===== config.mk =====
export PLATFORM = sky130hd
export DESIGN_NAME = mem_port_arbiter
export DESIGN_NICKNAME = d
export VERILOG_FILES = /design/src/rtl/mem_port_arbiter.sv
export SDC_FILE = /design/constraint.sdc
export NUM_CORES = 1
export LEC_CHECK = 0
export ABC_AREA = 0
export BUFFER_PORTS_ARGS = -buffer_cell sky130_fd_sc_hd__buf_2
export CAP_MARGIN = 0
export CELL_PAD_IN_SITES_DETAIL_PLACEMENT = 1
export CELL_PAD_IN_SITES_GLOBAL_PLACEMENT = 2
export CORE_AREA = 2 2 175 134
export CTS_CLUSTER_SIZE = 10
export DETAILED_ROUTE_END_ITERATION = 8
export DIE_AREA = 0 0 177 136
export PLACE_DENSITY_LB_ADDON = 0.12
export SLEW_MARGIN = 20
export SYNTH_ARGS = -nofsm -noshare
export SYNTH_HDL_FRONTEND = slang
export SYNTH_SLANG_ARGS = --single-unit

===== constraint.sdc =====
create_clock -name clk -period 2.4 [get_ports clk]
set_clock_uncertainty 0.2 [all_clocks]
set_input_delay 0.12 -clock clk [delete_from_list [all_inputs] [get_ports clk]]
set_output_delay 0.12 -clock clk [all_outputs]
set_load 0.1 [all_outputs]

===== src/rtl/mem_port_arbiter.sv =====
// mem_port_arbiter: shares one single-ported unified I/D memory between the
// Fetch stage (I) and the Memory stage (D). One requester owns the port for
// LATENCY cycles, then gets a one-cycle Ready pulse with registered data.
// On a conflict D wins unless D also owned the previous grant, so fetch
// cannot be starved.
module mem_port_arbiter #(
  parameter int LATENCY = 2,
  parameter int AW      = 32,
  parameter int DW      = 32
) (
  input  logic          clk,
  input  logic          reset,
  // Fetch requester
  input  logic          IReq,
  input  logic [AW-1:0] IAdr,
  input  logic          IFlush,
  output logic [DW-1:0] IRdata,
  output logic          IReady,
  // Memory-stage requester
  input  logic          DReq,
  input  logic          DWe,
  input  logic [AW-1:0] DAdr,
  input  logic [DW-1:0] DWdata,
  output logic [DW-1:0] DRdata,
  output logic          DReady,
  // Memory port
  output logic          MemEn,
  output logic          MemWe,
  output logic [AW-1:0] MemAdr,
  output logic [DW-1:0] MemWdata,
  input  logic [DW-1:0] MemRdata,
  output logic          Busy
);

  localparam int CW = 4;

  typedef enum logic [1:0] {
    S_IDLE,
    S_ACCESS,
    S_RESP
  } state_t;

  state_t        r_state;
  logic [CW-1:0] r_cnt;
  logic          r_owner_d;   // 1 = current owner is the Memory stage
  logic          r_last_d;    // 1 = previous completed grant went to D
  logic          r_cancel;    // outstanding fetch response was flushed
  logic          r_we;
  logic [AW-1:0] r_adr;
  logic [DW-1:0] r_wdata;
  logic [DW-1:0] r_irdata;
  logic [DW-1:0] r_drdata;

  logic w_any_req;
  logic w_grant_d;
  logic w_flush;

  // Grant selection: D has priority except when it also won last time and I waits.
  always_comb begin
    w_any_req = IReq | DReq;
    w_grant_d = DReq & ~(IReq & r_last_d);
    w_flush   = IFlush & ~r_owner_d;
  end

  // Arbiter FSM: grant in IDLE, hold the port in ACCESS, report in RESP.
  always_ff @(posedge clk) begin
    // NOTE: all state here uses <= so every register sees pre-edge values;
    // datapath latches are reset too so MemAdr/MemWdata/Rdata start at zero.
    if (reset) begin
      r_state   <= S_IDLE;
      r_cnt     <= '0;
      r_owner_d <= 1'b0;
      r_last_d  <= 1'b0;
      r_cancel  <= 1'b0;
      r_we      <= 1'b0;
      r_adr     <= '0;
      r_wdata   <= '0;
      r_irdata  <= '0;
      r_drdata  <= '0;
    end else begin
      case (r_state)
        S_IDLE: begin
          if (w_any_req) begin
            r_owner_d <= w_grant_d;
            r_adr     <= w_grant_d ? DAdr : IAdr;
            r_we      <= w_grant_d & DWe;
            r_wdata   <= w_grant_d ? DWdata : '0;
            r_cnt     <= CW'(LATENCY - 1);
            r_cancel  <= 1'b0;
            r_state   <= S_ACCESS;
          end
        end
        S_ACCESS: begin
          if (w_flush) r_cancel <= 1'b1;
          if (r_cnt == '0) begin
            // Capture read data on the last access cycle; a flush seen in
            // this very cycle already suppresses the fetch update.
            if (r_owner_d) begin
              if (!r_we) r_drdata <= MemRdata;
            end else if (!(r_cancel | IFlush)) begin
              r_irdata <= MemRdata;
            end
            r_state <= S_RESP;
          end else begin
            r_cnt <= r_cnt - CW'(1);
          end
        end
        S_RESP: begin
          if (w_flush) r_cancel <= 1'b1;
          r_last_d <= r_owner_d;
          r_state  <= S_IDLE;
        end
        default: r_state <= S_IDLE;
      endcase
    end
  end

  // Port and handshake outputs decoded purely from registered state.
  always_comb begin
    MemEn    = (r_state == S_ACCESS);
    MemWe    = (r_state == S_ACCESS) & r_owner_d & r_we;
    MemAdr   = r_adr;
    MemWdata = r_wdata;
    IReady   = (r_state == S_RESP) & ~r_owner_d & ~r_cancel;
    DReady   = (r_state == S_RESP) & r_owner_d;
    IRdata   = r_irdata;
    DRdata   = r_drdata;
    Busy     = (r_state != S_IDLE);
  end

endmodule


==> out/metrics.sh, run 1 <==
POST-ROUTE-PERIOD-UTIL=0.9385
CRITICAL_PATH.STARTPOINT_TYPE='flip-flop'
TIMING.HOLD.WORST_ENDPOINT='MemWdata[27]'
RELSLEWSLACK=0.5471
TIMING.RR.END='IRdata[26]'
CTS_BUFFERS=17
ANT_NETS=0
WL_PER_CELL_UM=16.51
CLK-INSERTION-DELAY-LATE_NS=0.41
AREA.GROWTH.SYNTH_TO_FINAL_PCT=64.61
DIE-HEIGHT_UM=136
DIEWIDTH_UM=177
YOSYS-TOP-CELLS-AREA='sky130_fd_sc_hd__dfxtp_1, sky130_fd_sc_hd__a21oi_1, sky130_fd_sc_hd__mux2i_1'
ROUTED_WIRELENGTH_UM=21420
WHS_PATH_DEPTH=2
DETAIL_ROUTE.DRC_VIOLATIONS=0
ROUTE.DETAILED.VIAS_PER_INST=4.736
HOLD_SP='reset'
HOLD_WS_NS=0.03326
TOTALNEGATIVESETUPSLACK_NS=0
IRDROPWORSTVDD_uV=596.3
MAX_FREQ_MHz=444.0
EFFECTIVE_UTILIZATION_AT_FLOORPLAN=0.2451
TIMING.FINAL.MAX_SLEW_VIOLATIONS=0
FIN_CRIT_NS=2.252
YOSYSUNIQUECELLTYPES=38
SETUP_VIOLATIONS=0
GLOBAL_ROUTE.PEAK_USAGE_LAYER='met2'
WORST-ENDPOINT-ARRIVAL_NS=1.93
DRIVE_ABOVE_1_SHARE=0.3280
DIEAREA_UM2=24070
MET1_USAGE=0.2039
SYNTH-EDFF-COUNT=0
HOLD_VIOLATIONS=0
REG2REGPATHDEPTH=6
GRT_UTIL_MET2=0.3039
HIGHEST_FANOUT_SEEN_ON_THE_CRITICAL_PATH=36
REG2REG_FROM='r_state[1]'
GRTUSAGETOTAL=0.1731
ANTENNA_CELLS=0
WORSTSETUPENDPOINTTYPE='output port'
SYNTH_TOP_AREA_CELL='sky130_fd_sc_hd__dfxtp_1'
SYNTHESIS.AREA_UM2=5519
SYNTHESIS.AREA_PER_INSTANCE_UM2=8.959
GLOBALROUTEOVERFLOWTOTAL=0
INITIAL_ANTENNA_VIOLATION_COUNT=0
ASYNC_FLOP_SHARE=0
WORST-SLEW-PIN-TRANSITION_NS=0.6794
SYNTHDOMINANTCELLAREASHARE=0.5006
SYNTH_TOP_FLOP_CELL='sky130_fd_sc_hd__dfxtp_1'
MAX_ROOT_SINK_BUFFERS=2
CORE_REGION_AREA_UM2=22520
DETAILEDROUTE.FIRSTPASSITERATIONCOUNT=4
REG2REG_SLACK_NS=0.26
GRT_FIRST_PASS_WIRELENGTH_UM=33130
CTS_NUM_SINKS=138
GRT_START_MAX_NET_PINS=65
POST_SYNTHESIS_INSTANCE_TOTAL=616
PORT_BUFFERS=266
SYNTH.NET_COUNT=756
RSZ0062_AT_GRT='no'
HPWL_UM=13810
YOSYS_WARNINGS=0
WORST_SETUP_PATH_TYPE='reg -> out'
NUM-NETS-FINAL=1124
DPL_CELL_AREA_UM2=7171
DETAILROUTE.VIA_COUNT=6143
GP_CONGESTION=0.7471
GLOBAL_ROUTING_MET3_RESOURCE_UTILIZATION=0.05537
TRITONCTS_CLOCK_TREE='done'
STATUS='completed'
P_LEAK_nW=3.997
VIAS_IN_THE_FIRST_GLOBAL_ROUTE=6411
INITIAL_DRC_COUNT=183
SEQ_AREA_FRAC_SYNTH=0.5006
NUM_ROWS=48
FINAL_CELL_AREA_UM2=9085
PWR_DENSITY_CELL_nW_PER_UM2=1203
CTS_MAX_LEVEL=4
YOSYS_REGISTER_BITS=138
WORST-ENDPOINT-REQUIRED_NS=2.08
CLOCKROOTBUFFER='sky130_fd_sc_hd__clkbuf_16'
HP-CLASS='in -> reg'
DRV_CAP=0
CTS.CLK_SLEW.WORST_PATHS_NS=0.07
IO_PINS=267
-- area by class of cell --
| cell class | count | area, um^2 |
|---|---|---|
| sequential | 138 | 2763 |
| multi-input combinational | 406 | 2487 |
| clock inverter | 13 | 157.7 |
| inverter | 7 | 26.28 |
| timing repair buffer | 414 | 2823 |
| tap | 300 | 375.4 |
| fill | 2646 | 13440 |
| clock buffer | 19 | 452.9 |
-- kinds of logic (layout without fill, tap and decap cells) --
| kind of cell | after synthesis | in the layout | synth area share |
|---|---|---|---|
| buffers and inverters | 72 | 453 | 0.05736 |
| flip-flops | 138 | 138 | 0.5006 |
| AO/OA/AOI/OAI | 210 | 210 | 0.2342 |
| AND/OR/NAND/NOR | 157 | 157 | 0.1344 |
| adder cells (fa/ha/maj) | 6 | 6 | 0.01360 |
| multiplexers | 33 | 33 | 0.05985 |
-- synthesized netlist by cell type, types with 5 or more instances --
cell type,number
sky130_fd_sc_hd__dfxtp_1,138
sky130_fd_sc_hd__nor2_1,69
sky130_fd_sc_hd__a21oi_1,67
sky130_fd_sc_hd__nand3_1,64
sky130_fd_sc_hd__o21ai_0,64
sky130_fd_sc_hd__clkbuf_1,36
sky130_fd_sc_hd__a32oi_1,33
sky130_fd_sc_hd__mux2i_1,33
sky130_fd_sc_hd__a211oi_1,32
sky130_fd_sc_hd__buf_2,19
sky130_fd_sc_hd__inv_1,7
sky130_fd_sc_hd__ha_1,6
sky130_fd_sc_hd__buf_1,5
sky130_fd_sc_hd__nor3_1,5
-- worst max-delay path by stage --
stage / startpoint / slack (ns) / cells after the start / end
global placement: r_state[1] / 0.31 / 6 / r_cnt[0]
detailed placement: r_state[1] / 0.27 / 6 / r_cnt[0]
CTS: r_state[0] / 0.1 / 5 / Busy
floorplan: r_state[1] / 0.02 / 4 / MemWe
finish: r_state[0] / 0.15 / 5 / Busy
global route: r_state[0] / 0.04 / 5 / Busy
-- layout by cell type, fill, tap and decap left out, types with 3 or more instances in the layout --
cell type	instances
sky130_fd_sc_hd__nor2_1	69
sky130_fd_sc_hd__inv_6	4
sky130_fd_sc_hd__o31ai_1	4
sky130_fd_sc_hd__buf_2	264
sky130_fd_sc_hd__nor3_1	3
sky130_fd_sc_hd__mux2i_1	33
sky130_fd_sc_hd__ha_1	5
sky130_fd_sc_hd__a21oi_1	67
sky130_fd_sc_hd__buf_4	15
sky130_fd_sc_hd__clkbuf_16	17
sky130_fd_sc_hd__buf_12	4
sky130_fd_sc_hd__a211oi_1	32
sky130_fd_sc_hd__dlygate4sd3_1	130
sky130_fd_sc_hd__nand2b_1	3
sky130_fd_sc_hd__clkinvlp_4	3
sky130_fd_sc_hd__a32oi_1	33
sky130_fd_sc_hd__inv_1	7
sky130_fd_sc_hd__dfxtp_1	138
sky130_fd_sc_hd__o21ai_0	64
sky130_fd_sc_hd__nand3_1	64
-- per-layer routing --
layer / vias up / part of all wire / routed length [um]
met5: - / 0 / 0
met4: 0 / 0.014 / 295
met3: 25 / 0.058 / 1239
met2: 164 / 0.49 / 10490
met1: 2971 / 0.44 / 9398
li1: 2983 / - / -
-- power by group --
part | internal [mW] | leakage, nW | switching (mW)
Combinational | 1.12 | 2.58 | 4.19
Clock | 1.62 | 0.291 | 1.10
Sequential | 2.68 | 1.13 | 0.225
Total | 5.41 | 4.00 | 5.51
-- state kept, by name, summed over array words and instances (netlist names) --
register,count
DRdata,32
IRdata,32
MemAdr,32
MemWdata,32
r_cancel,1
r_cnt,4
r_last_d,1
r_owner_d,1
r_state,2
r_we,1
-- through the flow --
step / std cells / util / setup WS, ns / power [mW]
after detailed placement: 1135 / 0.3184 / 0.2671 / 8.058
after global routing: 1297 / 0.4034 / 0.03984 / 11.45
after global placement: 1135 / 0.3184 / 0.3070 / 7.967
final: 1297 / 0.4034 / 0.1476 / 10.93
after floorplan: 616 / - / 0.01577 / 6.975
after CTS: 1297 / 0.4033 / 0.09897 / 11.03
-- critical path: stages, from the launching register on --
cell                       delay, ns
sky130_fd_sc_hd__dfxtp_1        0.33
sky130_fd_sc_hd__inv_1          0.11
sky130_fd_sc_hd__ha_1           0.25
sky130_fd_sc_hd__buf_4          0.41
sky130_fd_sc_hd__inv_1          0.11
sky130_fd_sc_hd__clkbuf_4       0.30
-- repair_timing --
item,in CTS,in global routing
endpoints found under the hold margin,130,0
resized for setup,0,1
hold buffers,130,0
endpoints found under the setup margin,0,1
buffers inserted,0,0
Power figures use the tool's default switching activity.
==> inputs of run 2 (changes only) <==
- CELL_PAD_IN_SITES_GLOBAL_PLACEMENT: 2 -> 1
- CORE_AREA: 2 2 175 134 -> 2 2 153 117
- CTS_CLUSTER_DIAMETER: unset -> 50
- DIE_AREA: 0 0 177 136 -> 0 0 155 119
==> out/metrics.sh, run 2 (synthesis results as in run 1) <==
FINAL_COMMON_CELL='sky130_fd_sc_hd__buf_2'
GRT_FIRST_PASS_WIRELENGTH_UM=34470  # +4.1%
CLK-INSERTION-DELAY-LATE_NS=0.40  # about the same
PWR_DENSITY_CELL_nW_PER_UM2=1221  # +1.5%
HOLD_VIOLATIONS=0  # unchanged
RELSLEWSLACK=0.6492  # +0.1021
CRIT_START='r_state[0]'
FIN_CRIT_NS=2.241  # -0.01183 ns
GP_CONGESTION=0.7711  # +3.2%
HIGHEST_FANOUT_SEEN_ON_THE_CRITICAL_PATH=36  # unchanged
REG2REGPATHDEPTH=6  # unchanged
DRIVE_ABOVE_1_SHARE=0.3229  # -0.005046
P_LEAK_nW=3.997  # about the same
WHS_PATH_DEPTH=4  # +2
CTS_BUFFERS=17  # unchanged
TIMING.RR.END='r_cnt[3]'
WORST-ENDPOINT-ARRIVAL_NS=1.92  # about the same
DRV_CAP=0  # unchanged
HOLD_SP='DReq'
DETAILEDROUTE.FIRSTPASSITERATIONCOUNT=4  # unchanged
DIE-HEIGHT_UM=119  # -13%
TIMING.FINAL.MAX_SLEW_VIOLATIONS=0  # unchanged
PORT_BUFFERS=266  # unchanged
DR_WL_MET3_UM=1371  # +11%
ANTENNA_CELLS=0  # unchanged
IO_PINS=267  # unchanged
CTS_RESIZED=0  # unchanged
CORE_REGION_AREA_UM2=17180  # -24%
POST-ROUTE-PERIOD-UTIL=0.9336  # -0.004928
WL_MET2_UM=11080  # +5.7%
ROUTED_WIRELENGTH_UM=21730  # +1.4%
CTS_MAX_LEVEL=4  # unchanged
DETAIL_ROUTE.DRC_VIOLATIONS=0  # unchanged
DIEAREA_UM2=18450  # -23%
MAX_FREQ_MHz=446.3  # +0.53%
IRDROPWORSTVDD_uV=556.0  # -6.8%
WL_PER_CELL_UM=17.90  # +8.4%
WORSTSETUPENDPOINTTYPE='output port'
MAX_ROOT_SINK_BUFFERS=2  # unchanged
HPWL_UM=12740  # -7.8%
ANT_NETS=0  # unchanged
ROUTE.TOP_LAYER_USED='met4'
TOTALNEGATIVESETUPSLACK_NS=0  # unchanged
GLOBALROUTEOVERFLOWTOTAL=0  # unchanged
HOLD_WS_NS=0.1528  # +0.1195 ns
GRT_START_MAX_NET_PINS=65  # unchanged
DRT-MET1-WL_UM=8802  # -6.3%
LAYOUT.CORE_UTILIZATION=0.5242  # +0.1208
CTS_NUM_SINKS=138  # unchanged
WORST-ENDPOINT-REQUIRED_NS=2.08  # about the same
REG2REG_SLACK_NS=0.24  # -0.02 ns
NUM-NETS-FINAL=1123  # -0.089%
DETAILROUTE.VIA_COUNT=6241  # +1.6%
REG2REG_FROM='r_state[1]'
CLOCKROOTBUFFER='sky130_fd_sc_hd__clkbuf_16'
MOSTFREQUENTLAYOUTCELLS='sky130_fd_sc_hd__buf_2, sky130_fd_sc_hd__dfxtp_1, sky130_fd_sc_hd__dlygate4sd3_1'
GRTUSAGETOTAL=0.2330  # +0.05982
INITIAL_ANTENNA_VIOLATION_COUNT=0  # unchanged
NUM_ROWS=42  # -13%
AREA.GROWTH.SYNTH_TO_FINAL_PCT=63.21
CTS.CLK_SLEW.WORST_PATHS_NS=0.06  # about the same
HP-CLASS='in -> reg'
VIAS_IN_THE_FIRST_GLOBAL_ROUTE=6718  # +4.8%
INITIAL_DRC_COUNT=282  # +54%
CRITICAL_PATH.STARTPOINT_TYPE='flip-flop'
TRITONCTS_CLOCK_TREE='done'
WORST_SETUP_PATH_TYPE='reg -> out'
SETUP_VIOLATIONS=0  # unchanged
EFFECTIVE_UTILIZATION_AT_FLOORPLAN=0.3212  # +0.07612
TIMING.HOLD.WORST_ENDPOINT='r_cnt[0]'
STATUS='completed'
ROUTE.DETAILED.VIAS_PER_INST=5.141  # +8.5%
WORST-SLEW-PIN-TRANSITION_NS=0.5298  # -0.1496 ns
DIEWIDTH_UM=155  # -12%
RSZ0062_AT_GRT='no'
-- run 2: cell count changes in the layout (fill, tap and decap cells not counted), moves of 2 or more --
cell                        change
sky130_fd_sc_hd__bufinv_16      +2
sky130_fd_sc_hd__buf_4          -4
sky130_fd_sc_hd__clkbuf_1       +2
sky130_fd_sc_hd__buf_12         +2
sky130_fd_sc_hd__inv_6          -3
sky130_fd_sc_hd__inv_8          -2
-- run 2: worst max path at each step --
| stage | slack [ns] | cells past startpoint | to |
|---|---|---|---|
| final | 0.16 | 5 | Busy |
| after global routing | 0.04 | 5 | Busy |
| after CTS | 0.13 | 5 | Busy |
| after detailed placement | 0.29 | 6 | r_cnt[3] |
| after global placement | 0.38 | 6 | r_cnt[0] |
| after floorplan | 0.02 | 4 | MemWe |
-- run 2: layout make-up --
cell class                 instances  area, um^2
inverter                           7       26.28
sequential                       138        2763
clock buffer                      20       446.7
tap                              220       275.3
timing repair buffer             413        2840
fill                            1989        8177
clock inverter                    10       168.9
multi-input combinational        406        2487
-- run 2: worst max-delay path, cell delays in order, from the launching register on --
cell and delay (ns):
sky130_fd_sc_hd__dfxtp_1 0.36, sky130_fd_sc_hd__inv_1 0.09, sky130_fd_sc_hd__ha_1 0.26, sky130_fd_sc_hd__buf_4 0.28, sky130_fd_sc_hd__inv_1 0.09, sky130_fd_sc_hd__buf_2 0.42
-- run 2: stage by stage --
| step | cells | total power, mW | instance area (um^2) | setup WS [ns] |
|---|---|---|---|---|
| global placement | 1053 | 7.919 | 7081 | 0.3821 |
| finish | 1214 | 10.99 | 9007 | 0.1594 |
| global route | 1214 | 11.48 | 9007 | 0.04162 |
| floorplan | 616 | 6.975 | 5527 | 0.01577 |
| detailed placement | 1053 | 8.030 | 7081 | 0.2897 |
| CTS | 1214 | 11.00 | 9007 | 0.1268 |
-- run 2: power by group --
group	switching (mW)	total, mW	internal [mW]
logic	4.19	5.32	1.13
clock network	0.999	2.76	1.76
registers	0.229	2.91	2.68
-- run 2: timing repair --
| item | CTS | global route |
|---|---|---|
| hold endpoints to repair | 132 | 0 |
| buffers inserted | 0 | 0 |
| hold buffers | 131 | 0 |
-- run 2: layer usage --
metal,global-route usage,vias to the layer above
met2,0.4253,207
met4,0.06481,0
li1,-,2973
met1,0.2635,3027
met3,0.06805,34
met5,0,-
